==> src/rtl/ysyx_24100012_core_ctrl_if.sv <==
// ysyx_24100012_core_ctrl_if: controller bus (fetch, decoder, lsu, writeback, status, counters); master = controller, slave = environment
interface ysyx_24100012_core_ctrl_if #(parameter int DATA_WIDTH = 32);
  logic ifu_req;
  logic ifu_valid;
  logic [DATA_WIDTH-1:0] ifu_rdata;
  logic [DATA_WIDTH-1:0] inst;
  logic [2:0] inst_type;
  logic dec_wen;
  logic lsu_req;
  logic lsu_wen;
  logic lsu_done;
  logic rf_wen;
  logic pc_en;
  logic halt;
  logic err;
  logic [2:0] state;
  logic [31:0] cycle_cnt;
  logic [31:0] instret_cnt;
  modport master (
    output ifu_req, inst, lsu_req, lsu_wen, rf_wen, pc_en, halt, err, state, cycle_cnt, instret_cnt,
    input ifu_valid, ifu_rdata, inst_type, dec_wen, lsu_done
  );
  modport slave (
    input ifu_req, inst, lsu_req, lsu_wen, rf_wen, pc_en, halt, err, state, cycle_cnt, instret_cnt,
    output ifu_valid, ifu_rdata, inst_type, dec_wen, lsu_done
  );
endinterface

==> src/rtl/ysyx_24100012_core_ctrl.sv <==
// ysyx_24100012_core_ctrl: multi-cycle core sequencer; ports clk, rst (async high), bus (master side of the controller interface)
module ysyx_24100012_core_ctrl #(
  parameter int DATA_WIDTH = 32,
  parameter int TIMEOUT = 255
) (
  input logic clk,
  input logic rst,
  ysyx_24100012_core_ctrl_if.master bus
);
  typedef enum logic [2:0] {IDLE, FETCH, DECODE, EXEC, MEM, WB, HALT, ERR} state_t;
  state_t st, nxt;
  logic [31:0] wcnt;
  logic [DATA_WIDTH-1:0] inst_q;
  logic is_load, is_store, tmo;
  assign bus.inst = inst_q;
  assign bus.state = st;
  always_comb begin
    is_load = inst_q[6:0] == 7'b0000011;
    is_store = inst_q[6:0] == 7'b0100011;
    // wcnt counts silent cycles already spent, so the last allowed cycle is TIMEOUT-1
    tmo = (TIMEOUT != 0) && (wcnt == 32'(TIMEOUT - 1));
    nxt = st;
    case (st)
      IDLE: nxt = FETCH;
      FETCH: nxt = bus.ifu_valid ? DECODE : tmo ? ERR : FETCH;
      DECODE: nxt = (bus.inst_type == 3'b111) ? ERR : (bus.inst_type == 3'b110 && inst_q[20]) ? HALT : EXEC;
      EXEC: nxt = (is_load || is_store) ? MEM : WB;
      MEM: nxt = bus.lsu_done ? WB : tmo ? ERR : MEM;
      WB: nxt = FETCH;
      default: nxt = st;
    endcase
  end
  // strobes are registered from the next state so they line up with the state they belong to
  always_ff @(posedge clk or posedge rst) begin
    if (rst) begin
      st <= IDLE;
      wcnt <= '0;
      inst_q <= '0;
      bus.ifu_req <= 1'b0;
      bus.lsu_req <= 1'b0;
      bus.lsu_wen <= 1'b0;
      bus.rf_wen <= 1'b0;
      bus.pc_en <= 1'b0;
      bus.halt <= 1'b0;
      bus.err <= 1'b0;
      bus.cycle_cnt <= '0;
      bus.instret_cnt <= '0;
    end else begin
      st <= nxt;
      if (st == FETCH && bus.ifu_valid) inst_q <= bus.ifu_rdata;
      wcnt <= (st == nxt && (st == FETCH || st == MEM)) ? wcnt + 32'd1 : '0;
      bus.ifu_req <= nxt == FETCH;
      bus.lsu_req <= nxt == MEM;
      bus.lsu_wen <= nxt == MEM && is_store;
      bus.pc_en <= nxt == WB;
      bus.rf_wen <= nxt == WB && ((bus.dec_wen && bus.inst_type != 3'b010 && bus.inst_type != 3'b100) || is_load);
      bus.halt <= nxt == HALT;
      bus.err <= nxt == ERR;
      if (st != IDLE && st != HALT && st != ERR) bus.cycle_cnt <= bus.cycle_cnt + 32'd1;
      if (st == WB) bus.instret_cnt <= bus.instret_cnt + 32'd1;
    end
  end
endmodule

==> src/flat_wrapper.sv <==
// flat-port wrapper written by rule: the top's interface ports become plain ports
module ysyx_24100012_core_ctrl_flat 
#(
  parameter int DATA_WIDTH = 32,
  parameter int TIMEOUT = 255
)
  (clk, rst, bus_ifu_req, bus_inst, bus_lsu_req, bus_lsu_wen, bus_rf_wen, bus_pc_en, bus_halt, bus_err, bus_state, bus_cycle_cnt, bus_instret_cnt, bus_ifu_valid, bus_ifu_rdata, bus_inst_type, bus_dec_wen, bus_lsu_done);
  ysyx_24100012_core_ctrl_if #(.DATA_WIDTH(DATA_WIDTH)) bus_i ();
  input logic clk;
  input logic rst;
  output wire logic [$bits(bus_i.ifu_req)-1:0] bus_ifu_req;
  output wire logic [$bits(bus_i.inst)-1:0] bus_inst;
  output wire logic [$bits(bus_i.lsu_req)-1:0] bus_lsu_req;
  output wire logic [$bits(bus_i.lsu_wen)-1:0] bus_lsu_wen;
  output wire logic [$bits(bus_i.rf_wen)-1:0] bus_rf_wen;
  output wire logic [$bits(bus_i.pc_en)-1:0] bus_pc_en;
  output wire logic [$bits(bus_i.halt)-1:0] bus_halt;
  output wire logic [$bits(bus_i.err)-1:0] bus_err;
  output wire logic [$bits(bus_i.state)-1:0] bus_state;
  output wire logic [$bits(bus_i.cycle_cnt)-1:0] bus_cycle_cnt;
  output wire logic [$bits(bus_i.instret_cnt)-1:0] bus_instret_cnt;
  input wire logic [$bits(bus_i.ifu_valid)-1:0] bus_ifu_valid;
  input wire logic [$bits(bus_i.ifu_rdata)-1:0] bus_ifu_rdata;
  input wire logic [$bits(bus_i.inst_type)-1:0] bus_inst_type;
  input wire logic [$bits(bus_i.dec_wen)-1:0] bus_dec_wen;
  input wire logic [$bits(bus_i.lsu_done)-1:0] bus_lsu_done;
  assign bus_ifu_req = bus_i.ifu_req;
  assign bus_inst = bus_i.inst;
  assign bus_lsu_req = bus_i.lsu_req;
  assign bus_lsu_wen = bus_i.lsu_wen;
  assign bus_rf_wen = bus_i.rf_wen;
  assign bus_pc_en = bus_i.pc_en;
  assign bus_halt = bus_i.halt;
  assign bus_err = bus_i.err;
  assign bus_state = bus_i.state;
  assign bus_cycle_cnt = bus_i.cycle_cnt;
  assign bus_instret_cnt = bus_i.instret_cnt;
  assign bus_i.ifu_valid = bus_ifu_valid;
  assign bus_i.ifu_rdata = bus_ifu_rdata;
  assign bus_i.inst_type = bus_inst_type;
  assign bus_i.dec_wen = bus_dec_wen;
  assign bus_i.lsu_done = bus_lsu_done;
  ysyx_24100012_core_ctrl #(.DATA_WIDTH(DATA_WIDTH), .TIMEOUT(TIMEOUT)) u_core (.clk(clk), .rst(rst), .bus(bus_i));
endmodule
==> config.mk <==
export PLATFORM = sky130hd
export DESIGN_NAME = ysyx_24100012_core_ctrl_flat
export DESIGN_NICKNAME = d
export VERILOG_FILES = /design/src/rtl/ysyx_24100012_core_ctrl_if.sv /design/src/rtl/ysyx_24100012_core_ctrl.sv /design/src/flat_wrapper.sv
export SDC_FILE = /design/constraint.sdc
export NUM_CORES = 1
export LEC_CHECK = 0
export BUFFER_PORTS_ARGS = -buffer_cell sky130_fd_sc_hd__buf_2
export CAP_MARGIN = 20
export CORE_MARGIN = 4
export CORE_UTILIZATION = 35
export CTS_CLUSTER_SIZE = 16
export DETAILED_ROUTE_END_ITERATION = 16
export MAX_ROUTING_LAYER = met4
export PLACE_DENSITY = 0.58
export REMOVE_ABC_BUFFERS = 1
export SLEW_MARGIN = 20
export SYNTH_ARGS = -nofsm -noshare
export SYNTH_HDL_FRONTEND = slang
export SYNTH_SLANG_ARGS = --single-unit
==> constraint.sdc <==
create_clock -name clk -period 5.4 [get_ports clk]
set_clock_uncertainty 0.05 [all_clocks]
set_input_delay 1.08 -clock clk [delete_from_list [all_inputs] [get_ports clk]]
set_output_delay 1.08 -clock clk [all_outputs]
set_load 0.005 [all_outputs]
==> Yosys cells after proc, flatten, opt, wreduce, memory -nomap -nowiden <==
Cells that the tools add are included.
Widths: inputs -> output; s select.
{ "classes": {"addsub": 3, "n_eq_ne": 20, "mux": 9, "reduce_logical": 15} }
{ "ops": {"columns": ["op", "count"], "rows": [
  ["$add 32x1->32 const B", 3],
  ["$eq 32x8->1 const B", 1],
  ["$mux 32", 1],
  ["$eq 3x3->1 const B", 8],
  ["$mux 3", 5],
  ["$pmux 3 s5", 1],
  ["$logic_and 1x1->1", 9],
  ["$ne 3x3->1 const B", 3],
  ["$eq 7x2->1 const B", 1],
  ["$eq 7x6->1 const B", 1],
  ["$eq 3x1->1 const B", 2],
  ["$eq 3x2->1 const B", 2],
  ["$eq 3x3->1", 1],
  ["$logic_not 3->1", 1],
  ["$logic_or 1x1->1", 3],
  ["$ne 3x2->1 const B", 1],
  ["$reduce_bool 3->1", 1],
  ["$mux 2", 1],
  ["$reduce_or 2->1", 1],
  ["$mux 1", 1]
]} }
{ "word_totals": {"ff_bits": 138, "out_inout_bits": 106, "word_cells": 59} }

==> Logic depth before layout (Yosys ltp) <==
Gate-level depths: netlist of run 1.
{ "depth": {"ltp_word": 8, "depth_mapped": 9, "mapped_depth_nobuf": 7} }

==> Worst setup path before layout of run 1 <==
No wires, ideal clock.
{ "synth_timing": {"kind": "input to register", "startpoint": "input bus_ifu_valid", "endpoint": "register u_core.inst_q[10], in the netlist u_core.bus.inst[10]", "slack_ns": 2.947, "cell_stages": 4, "t_arrival_ns": 2.278, "path_cell_list": "inv_1 > nor3_1 > clkbuf_1 > mux2_2"} }
{ "synth_between": {"elab_chain_cells": 1} }
{ "synth_rtl": {"columns": ["element", "line", "source"], "rows": [
  ["start, declared", "flat_wrapper.sv:22", "input wire logic [$bits(bus_i.ifu_valid)-1:0] bus_ifu_valid;"],
  ["$logic_and 1x1->1", "ysyx_24100012_core_ctrl.sv:50", "if (st == FETCH && bus.ifu_valid) inst_q <= bus.ifu_rdata;"],
  ["end signal, assigned", "ysyx_24100012_core_ctrl.sv:50", null],
  ["end, declared", "ysyx_24100012_core_ctrl.sv:13", "logic [DATA_WIDTH-1:0] inst_q;"]
]} }
Every way passes these cells.
A chain may end at the register's enable or synchronous reset.

==> Worst setup path in the final report of run 1 <==
{ "layout_timing": {"startpoint": "register u_core.st[2], in the netlist u_core.bus.state[2]", "endpoint": "register u_core.bus.instret_cnt[31]"} }
{ "layout_between": {"elab_chain_cells": 1} }
{ "layout_rtl": {"columns": ["element", "line", "source"], "rows": [
  ["start, declared", "ysyx_24100012_core_ctrl.sv:11", "state_t st, nxt;"],
  ["start signal, assigned", "ysyx_24100012_core_ctrl.sv:49", "st <= nxt;"],
  ["$eq 3x3->1", "ysyx_24100012_core_ctrl.sv:60", "if (st == WB) bus.instret_cnt <= bus.instret_cnt + 32'd1;"],
  ["end signal, assigned", "ysyx_24100012_core_ctrl.sv:60", null],
  ["end, declared", "ysyx_24100012_core_ctrl_if.sv:20", "output ifu_req, inst, lsu_req, lsu_wen, rf_wen, pc_en, halt, err, state, cycle_cnt, instret_cnt,"]
]} }
Every way passes these cells.

==> metrics.md, run 1 <==
| Metric | Value |
|---|---|
| Outcome | finished clean |
| Lkg Pwr | 3.670 nW |
| Period minus WS final | 2.570 ns |
| GRT Overall Usage | 14.86% |
| YS warnings | 0 |
| 1st-iter DRT viols | 236 |
| Fin cells | 925 |
| Routability cong. | 0.8139 |
| Htree depth | 4 |
| Via count | 4591 |
| Placed Instances | 893 |
| Max Slew Vio Count | 0 |
| Die Height | 140.6 um |
| Layout cell share with drive strength beyond 1 | 32.14% |
| Worst Hold Class | flip-flop to flip-flop |
| First-pass GRT wire length | 23120 um |
| Final Setup Violations | 0 |
| Post-CTS Setup Repair Bufs | 0 |
| Comb pwr share | 2.8% |
| Most frequent cells in the layout | buf_2 (145), dfrtp_1 (138), xnor2_1 (63), nor2_1 (43), nand2_1 (39) |
| Fill count | 1601 |
| Final hold viol count | 0 |
| Hpwl dp | 10080 um |
| Peak supply drop | 0.0002126 V |
| Clock-pin slew on the worst setup and hold paths | 0.06 ns |
| Area Overhead vs Synth | 25.21% |
| Mean Syn Cell Area | 11.45 sq um |
| Number of global-route vias before repair | 4514 |
| Max Freq | 0.3891 GHz |
| Gate Count Post-Synth | 538 |
| Final net count | 731 |
| Drt wl/cell | 15.17 um |
| Rel. slew slack | 44.64% |
| Tcrit/Tclk final | 47.59% |
| DR DRC count | 0 |
| RSZ-0062 raised after global routing | false |
| N_diodes | 0 |
| Power Dens Cells | 295.4 nW/um^2 |
| Overall routed net length | 14030 um |
| Critical path peak fanout | 10 |
| Clock tree buffer depth | 2 |
| DR pass1 iterations | 4 |
| Arr. time, crit path | 2.82 ns |
| Total CTS buffers | 17 |
| Core footprint | 17300 sq um |
| Worst Tran Pin Value | 0.8241 ns |
| Clock Sinks | 138 |
| CTS tree | yes |
| Most common cell after layout, fill and taps aside | buf_2 |
| Initial antenna violation count | 0 |
| Ports | 146 |
| Finished Cell Area | 7711 sq um |
| Die footprint | 19780 sq um |
| Cts hold-fix bufs | 0 |
| Mapped Area | 6158 sq um |
| Max-cap violations | 0 |
| Initial core utilization | 35.60% |
| Reg power frac | 46.2% |
| Root buf cell | clkbuf_16 |
| Global route overflow | 0 |
| Register area share after synthesis | 56.07% |
| Setup CP Type | flip-flop to flip-flop |
| Post-cts gate resize count | 0 |
| CP endpoint kind | flip-flop |
| Async SR Flop Fraction | 100.0% |
| Synth cell types | 45 |
| Internal Pwr Total | 1.782 mW |
| Cell Rows | 48 |
| Switching Share | 21.77% |
| Startpoint Class | flip-flop |
| Setup Total Neg Slack | 0 ns |
| Main flop type after synthesis | dfrtp_1 |
| IO Port Bufs | 145 |
| Clock power share | 50.9% |
| Final ANT Viol Nets | 0 |
| Via density | 4.963 |
| Die width | 140.6 um |
| Post-synth EDFFs | 0 |
| Flops & latches, synth | 138 |
| CP required | 5.65 ns |
| Switch Pwr | 495.9 uW |
| Clock latency on the worst-skew pair | 0.42 ns |
| Placed inst area | 7118 sq um |
| Largest net degree at the start of global routing | 90 |
per-stage QoR:
step	setup WS [ns]	hold WS, ns	power (mW)	util [%]
2_1_floorplan	0.5738	0.4183	1.102	-
3_3_place_gp	2.626	0.4039	1.136	41.15
3_5_place_dp	2.610	0.4286	1.139	41.15
4_1_cts	2.779	0.4363	2.308	44.58
5_1_grt	2.586	0.4398	2.364	44.58
6_report	2.830	0.4234	2.278	44.58
per-layer routing:
metal | part of all wire, % | track usage (%) | vias to the layer above | routed length [um]
li1 | - | - | 2194 | -
met1 | 47 | 19.85 | 2244 | 6533
met2 | 45 | 21.57 | 137 | 6352
met3 | 7.2 | 4.749 | 16 | 1013
met4 | 0.92 | 4.793 | 0 | 129
met5 | 0 | - | - | 0
worst max-delay path, cell delays in order (launching register included):
cell and delay [ns]:
dfrtp_1 0.59, nand3b_1 0.30, nor4_2 0.71, and4_1 0.49, nand4_1 0.16, xnor2_1 0.15
cells by family after synthesis:
logic type,count (synthesis),synth area share (%)
compound gates,20,2.540
simple gates,221,19.59
buf+inv,32,2.153
mux,33,6.034
xor+xnor,90,12.80
flops,138,56.07
fa+ha+maj,4,0.8127
layout make-up:
type                    count  area [sq um]  area share [%]
clock buffers              19         452.9           5.874
flip-flops and latches    138          3453           44.78
clock inverters            13         140.1           1.817
inverters                  14         57.56          0.7464
repair buffers            148         748.2           9.703
multi-input cells         368          2577           33.43
well taps                 225         281.5           3.651
synthesized netlist by cell type, types with 2 or more instances:
cell | count | area (sq um)
a21oi_1 | 4 | 20.02
and3_1 | 11 | 68.82
nand2_1 | 39 | 146.4
dfrtp_1 | 138 | 3453
and4_1 | 12 | 105.1
nor3b_1 | 3 | 22.52
or2_2 | 3 | 18.77
buf_2 | 7 | 35.03
nor4bb_1 | 2 | 20.02
ha_1 | 4 | 50.05
nand4b_1 | 2 | 17.52
clkbuf_1 | 9 | 33.78
mux2_2 | 33 | 371.6
nor3_1 | 11 | 55.05
nor4b_1 | 3 | 26.28
xor2_1 | 27 | 236.5
o21a_1 | 2 | 15.01
nor2_1 | 43 | 161.4
nor4_1 | 15 | 93.84
nand3_1 | 32 | 160.2
o21ai_0 | 4 | 20.02
xnor2_1 | 63 | 551.8
inv_1 | 14 | 52.55
or4_1 | 2 | 15.01
nand4_1 | 33 | 206.5
o31ai_1 | 2 | 15.01
and2_1 | 2 | 12.51
worst paths after layout:
kind	from	to	slack [ns]	cells after the start
setup reg to reg	u_core.bus.state[2]	u_core.bus.instret_cnt[31]	2.83	5
hold reg to reg	u_core.bus.instret_cnt[31]	u_core.bus.instret_cnt[31]	0.42	1
hold / removal	u_core.bus.instret_cnt[31]	u_core.bus.instret_cnt[31]	0.42	1
setup / recovery	u_core.bus.state[2]	u_core.bus.instret_cnt[31]	2.83	5
max in group asynchronous	rst	u_core.wcnt[11]	3.39	3
min in group asynchronous	rst	u_core.bus.instret_cnt[31]	0.78	2
power by group through the flow:
stage	clock, mW	sequential, mW	combinational [mW]
detailed placement	0	1.07	0.0669
CTS	1.19	1.05	0.0671
global placement	0	1.07	0.0650
finish	1.16	1.05	0.0643
global route	1.24	1.05	0.0742
floorplan	0	1.07	0.0288
sequential cells by signal (all words and copies together), names as in the netlist:
name / cells
u_core.bus.cycle_cnt: 32
u_core.bus.inst: 32
u_core.bus.instret_cnt: 32
u_core.wcnt: 32
u_core.bus.state: 3
u_core.bus.err: 1
u_core.bus.halt: 1
u_core.bus.ifu_req: 1
u_core.bus.lsu_req: 1
u_core.bus.lsu_wen: 1
u_core.bus.pc_en: 1
u_core.bus.rf_wen: 1
Note: power is estimated with default switching activity, not from simulation.
==> run 2: changes to the inputs <==
==> constraint.sdc (replaced) <==
create_clock -name clk -period 2.65 [get_ports clk]
set_clock_uncertainty 0.05 [all_clocks]
set_input_delay 0.53 -clock clk [delete_from_list [all_inputs] [get_ports clk]]
set_output_delay 0.53 -clock clk [all_outputs]
set_load 0.005 [all_outputs]
==> run 2 against run 1 <==
Against the previous run: design area up 1.5%; register-to-register slack got worse by 2.5 ns; clock power up 120%; final cell count grew 0.97%; critical endpoint is now u_core.bus.cycle_cnt[19]; maximum frequency is 12% higher; non-clock buffer count is 9 higher; first-iteration DRC count is 19% higher; largest cell class unchanged; sequential share of layout area shrank 0.66 points; core utilization rose by 0.67 points.
==> metrics.md, run 2 (synthesis gave the netlist of run 1 again) <==
| Metric | Value |
|---|---|
| Outcome | finished clean |
| Arr. time, crit path | 2.57 ns |
| Top sig layer | met4 |
| Placed Instances | 902 |
| Multi-input gate area | 2577 sq um |
| Period minus WS final | 2.290 ns |
| Max Freq | 0.4368 GHz |
| Final Setup Violations | 0 |
| Root buf cell | clkbuf_16 |
| Max Slew Vio Count | 0 |
| Power Dens Cells | 613.2 nW/um^2 |
| Htree depth | 4 |
| Initial antenna violation count | 0 |
| N_diodes | 0 |
| Final hold viol count | 0 |
| Clock tree buffer depth | 2 |
| Initial core utilization | 35.60% |
| CP required | 2.93 ns |
| Clock latency on the worst-skew pair | 0.41 ns |
| Die Height | 140.6 um |
| Cts hold-fix bufs | 0 |
| Tcrit/Tclk final | 86.40% |
| Clock-pin slew on the worst setup and hold paths | 0.06 ns |
| Final ANT Viol Nets | 0 |
| CP endpoint kind | flip-flop |
| RSZ-0062 raised after global routing | false |
| Largest net degree at the start of global routing | 66 |
| Drt wl/cell | 15.45 um |
| Layout cell share with drive strength beyond 1 | 32.72% |
| Max-cap violations | 0 |
| Post-cts gate resize count | 0 |
| GRT Overall Usage | 15.46% |
| CP Launch Point | u_core.bus.cycle_cnt[5] |
| Die footprint | 19780 sq um |
| Final net count | 740 |
| Rel. slew slack | 56.40% |
| Most common cell after layout, fill and taps aside | buf_2 |
| Setup Total Neg Slack | 0 ns |
| Routability cong. | 0.8652 |
| Peak supply drop | 0.0004343 V |
| Setup CP Type | flip-flop to flip-flop |
| Number of global-route vias before repair | 4759 |
| DR pass1 iterations | 4 |
| Most frequent cells in the layout | buf_2 (145), dfrtp_1 (138), xnor2_1 (63), nor2_1 (43), nand2_1 (39) |
| Metal-1 WL | 6551 um |
| R2r worst-path depth | 5 |
| Clock Sinks | 138 |
| Hpwl dp | 10480 um |
| Reg2reg setup slack | 0.36 ns |
| Cell Rows | 48 |
| Area Overhead vs Synth | 27.08% |
| Overall routed net length | 14430 um |
| Ports | 146 |
| Fin cells | 934 |
| IO Port Bufs | 145 |
| Via count | 4666 |
| Register area | 3453 sq um |
| Global route overflow | 0 |
| Total CTS buffers | 17 |
| Critical path peak fanout | 9 |
| Core footprint | 17300 sq um |
| Met3 routed WL | 917 um |
| DR DRC count | 0 |
| Post-CTS Setup Repair Bufs | 0 |
| Met2 Routed Length | 6733 um |
| Reg2Reg Launch Point | u_core.bus.cycle_cnt[5] |
| Worst Hold Class | primary input to async pin |
| First-pass GRT wire length | 24120 um |
| 1st-iter DRT viols | 281 |
| Via density | 4.996 |
| Fill count | 1631 |
| CTS tree | yes |
| Startpoint Class | flip-flop |
| Die width | 140.6 um |
| Worst Tran Pin Value | 0.6455 ns |
| Lkg Pwr | 3.741 nW |
[run 2: cell count changes in the layout (fill, tap and decap cells not counted)]
cell | previous run | this run
buf_12 | 0 | 1
buf_4 | 3 | 11
bufinv_16 | 2 | 4
clkbuf_1 | 0 | 2
clkinvlp_4 | 4 | 2
inv_6 | 4 | 2
[run 2: path summary, 6_finish.rpt]
kind,end
min in group clk,u_core.bus.inst[13]
setup reg to reg,u_core.bus.cycle_cnt[19]
hold reg to reg,u_core.bus.cycle_cnt[31]
max in group asynchronous,u_core.bus.state[1]
hold / removal,u_core.bus.instret_cnt[30]
setup / recovery,u_core.bus.cycle_cnt[19]
[run 2: report_power, final]
group / leakage [nW] / internal (mW) / switching [mW]
Clock: 0.303 / 1.62 / 0.891
Sequential: 1.88 / 2.13 / 0.0143
Combinational: 1.56 / 0.0626 / 0.0734
[run 2: through the flow]
step | power (mW) | util [%] | setup WS [ns] | hold WS (ns) | instance area (sq um)
2_1_floorplan | 2.245 | - | -1.626 | 0.4183 | 6078
3_3_place_gp | 2.321 | 41.62 | 0.4686 | 0.4050 | 7198
3_5_place_dp | 2.326 | 41.62 | 0.3786 | 0.4220 | 7198
4_1_cts | 4.864 | 45.25 | 0.3612 | 0.1606 | 7826
5_1_grt | 4.977 | 45.25 | 0.1832 | 0.1956 | 7826
6_report | 4.799 | 45.25 | 0.3605 | 0.1505 | 7826
[run 2: worst max-delay path, stage by stage, from the launching register on]
cell	delay, ns
dfrtp_1	0.44
nand4_2	0.19
or4_4	0.60
a2111oi_4	0.50
and3_1	0.27
xor2_1	0.15
[run 2: per-layer routing]
metal / track usage, % / vias up
met1: 20.17 / 2301
met2: 23.08 / 143
met4: 5.864 / 0
met5: - / -
li1: - / 2205
met3: 4.308 / 17
[run 2: area by class of cell]
type	count	share of cell area, %
clock inverters	11	2.142
inverters	14	0.7354
repair buffers	157	10.58
clock buffers	21	5.883
flip-flops and latches	138	44.12
multi-input cells	368	32.93
well taps	225	3.597
==> run 3: changes to the inputs <==
--- a/config.mk
+++ b/config.mk
@@ -7,6 +7,7 @@
 export LEC_CHECK = 0
 export BUFFER_PORTS_ARGS = -buffer_cell sky130_fd_sc_hd__buf_2
 export CAP_MARGIN = 20
+export CORE_ASPECT_RATIO = 0.5
 export CORE_MARGIN = 4
 export CORE_UTILIZATION = 35
 export CTS_CLUSTER_SIZE = 16
==> constraint.sdc (replaced) <==
create_clock -name clk -period 2.65 [get_ports clk]
set_clock_uncertainty 0.05 [all_clocks]
set_input_delay 0.53 -clock clk [delete_from_list [all_inputs] [get_ports clk]]
set_output_delay 0.53 -clock clk [all_outputs]
set_load 0.05 [all_outputs]
==> run 3 against run 2 <==
Against the previous run: design area is 0.22% higher; worst setup slack worse by 0.059 ns; hold slack worse by 0.064 ns; highest routed layer unchanged; via count is 2.1% lower; non-clock buffer count is 1 higher; count of clock-buffer cells in the layout is 2 lower.
==> metrics.md, run 3 (synthesis gave the netlist of run 1 again) <==
| Metric | Value |
|---|---|
| Outcome | finished clean |
| Largest net degree at the start of global routing | 52 |
| CP Launch Point | u_core.wcnt[0] |
| Most frequent cells in the layout | buf_2 (145), dfrtp_1 (138), xnor2_1 (63), nor2_1 (43), nand2_1 (39) |
| Max Slew Vio Count | 0 |
| 1st-iter DRT viols | 160 |
| Fill count | 1577 |
| Number of global-route vias before repair | 4428 |
| Clock Sinks | 138 |
| Tcrit/Tclk final | 88.61% |
| Post-cts gate resize count | 0 |
| Area Overhead vs Synth | 27.37% |
| Die width | 195.6 um |
| Hpwl dp | 10060 um |
| N_diodes | 0 |
| GRT Overall Usage | 14.61% |
| CTS tree | yes |
| Layout cell share with drive strength beyond 1 | 32.96% |
| Setup CP Type | flip-flop to flip-flop |
| RSZ-0062 raised after global routing | false |
| Cts hold-fix bufs | 0 |
| Clock tree buffer depth | 2 |
| Placed Instances | 905 |
| Final hold viol count | 0 |
| IO Port Bufs | 145 |
| Period minus WS final | 2.348 ns |
| Final ANT Viol Nets | 0 |
| R2R Path End | u_core.bus.err |
| Hold Worst Slack | 0.08679 ns |
| Overall routed net length | 13930 um |
| Clock latency on the worst-skew pair | 0.41 ns |
| Total CTS buffers | 17 |
| Initial antenna violation count | 0 |
| Routability cong. | 0.7984 |
| DR pass1 iterations | 4 |
| Global route overflow | 0 |
| Fin cells | 937 |
| Core footprint | 16800 sq um |
| Reg2Reg Launch Point | u_core.wcnt[0] |
| Die Height | 101.8 um |
| Via density | 4.875 |
| Final net count | 741 |
| Max-cap violations | 0 |
| Peak supply drop | 0.0004613 V |
| Max Freq | 0.4259 GHz |
| Startpoint Class | flip-flop |
| Worst Tran Pin Value | 0.6300 ns |
| Die footprint | 19910 sq um |
| Worst Setup EP | u_core.bus.err |
| Util after Layout | 46.68% |
| Power Dens Cells | 628.8 nW/um^2 |
| Placement Setup Slack | 0.3189 ns |
| Multi-input gate area | 2577 sq um |
| Rel. slew slack | 58.00% |
| Clock-pin slew on the worst setup and hold paths | 0.06 ns |
| Arr. time, crit path | 2.60 ns |
| DR DRC count | 0 |
| Cell Rows | 33 |
| Worst Hold Class | primary input to async pin |
| Register area | 3453 sq um |
| CP required | 2.90 ns |
| Post-CTS Setup Repair Bufs | 0 |
| Setup ws final | 0.3020 ns |
| Via count | 4568 |
| First-pass GRT wire length | 22740 um |
| Ports | 146 |
| CP endpoint kind | flip-flop |
| Htree depth | 4 |
| Lkg Pwr | 3.747 nW |
| Reg2reg setup slack | 0.30 ns |
| Initial core utilization | 36.65% |
| R2r worst-path depth | 8 |
| Drt wl/cell | 14.87 um |
| Root buf cell | clkbuf_16 |
| Final Setup Violations | 0 |
| Critical path peak fanout | 7 |
| Most common cell after layout, fill and taps aside | buf_2 |
-- run 3: worst min-delay path by stage --
stage                                 endpoint  cells past startpoint  slack [ns]
floorplan                       u_core.wcnt[0]                      1        0.42
global placement    u_core.bus.instret_cnt[31]                      1        0.41
detailed placement  u_core.bus.instret_cnt[31]                      1        0.41
CTS                 u_core.bus.instret_cnt[11]                      2        0.09
global route        u_core.bus.instret_cnt[11]                      2        0.11
finish              u_core.bus.instret_cnt[11]                      2        0.09
-- run 3: final cells by class --
type / count / area share [%]
clock inverter: 13 / 2.457
clock buffer: 19 / 5.647
multi-input combinational: 368 / 32.86
sequential: 138 / 44.03
tap: 227 / 3.621
timing repair buffer: 158 / 10.66
inverter: 14 / 0.7338
-- run 3: worst max-delay path: stages (launching register included) --
cell	delay [ns]
dfrtp_1	0.41
inv_1	0.07
ha_1	0.20
nor4b_1	0.24
nand3_1	0.12
nor4_1	0.33
buf_4	0.19
a41oi_1	0.27
nor4b_1	0.34
-- run 3: layer usage --
metal	up-vias	routed length (um)	global-route usage, %
met3	11	509	3.988
met1	2270	6428	18.81
met2	72	6856	22.96
li1	2215	-	-
met5	-	0	-
met4	0	137	4.182
-- run 3: per-stage QoR --
stage                     TNS (ns)  area [sq um]  total power [mW]
after global routing             0          7844             5.120
final                            0          7844             4.932
after global placement           0          7208             2.412
after detailed placement         0          7208             2.413
after floorplan            -269.81          6078             2.332
after CTS                        0          7844             5.006
-- run 3: report_power, final --
group          total [mW]  switching [mW]  internal (mW)
logic               0.224           0.160         0.0633
clock network        2.56           0.952           1.61
registers            2.15          0.0134           2.13
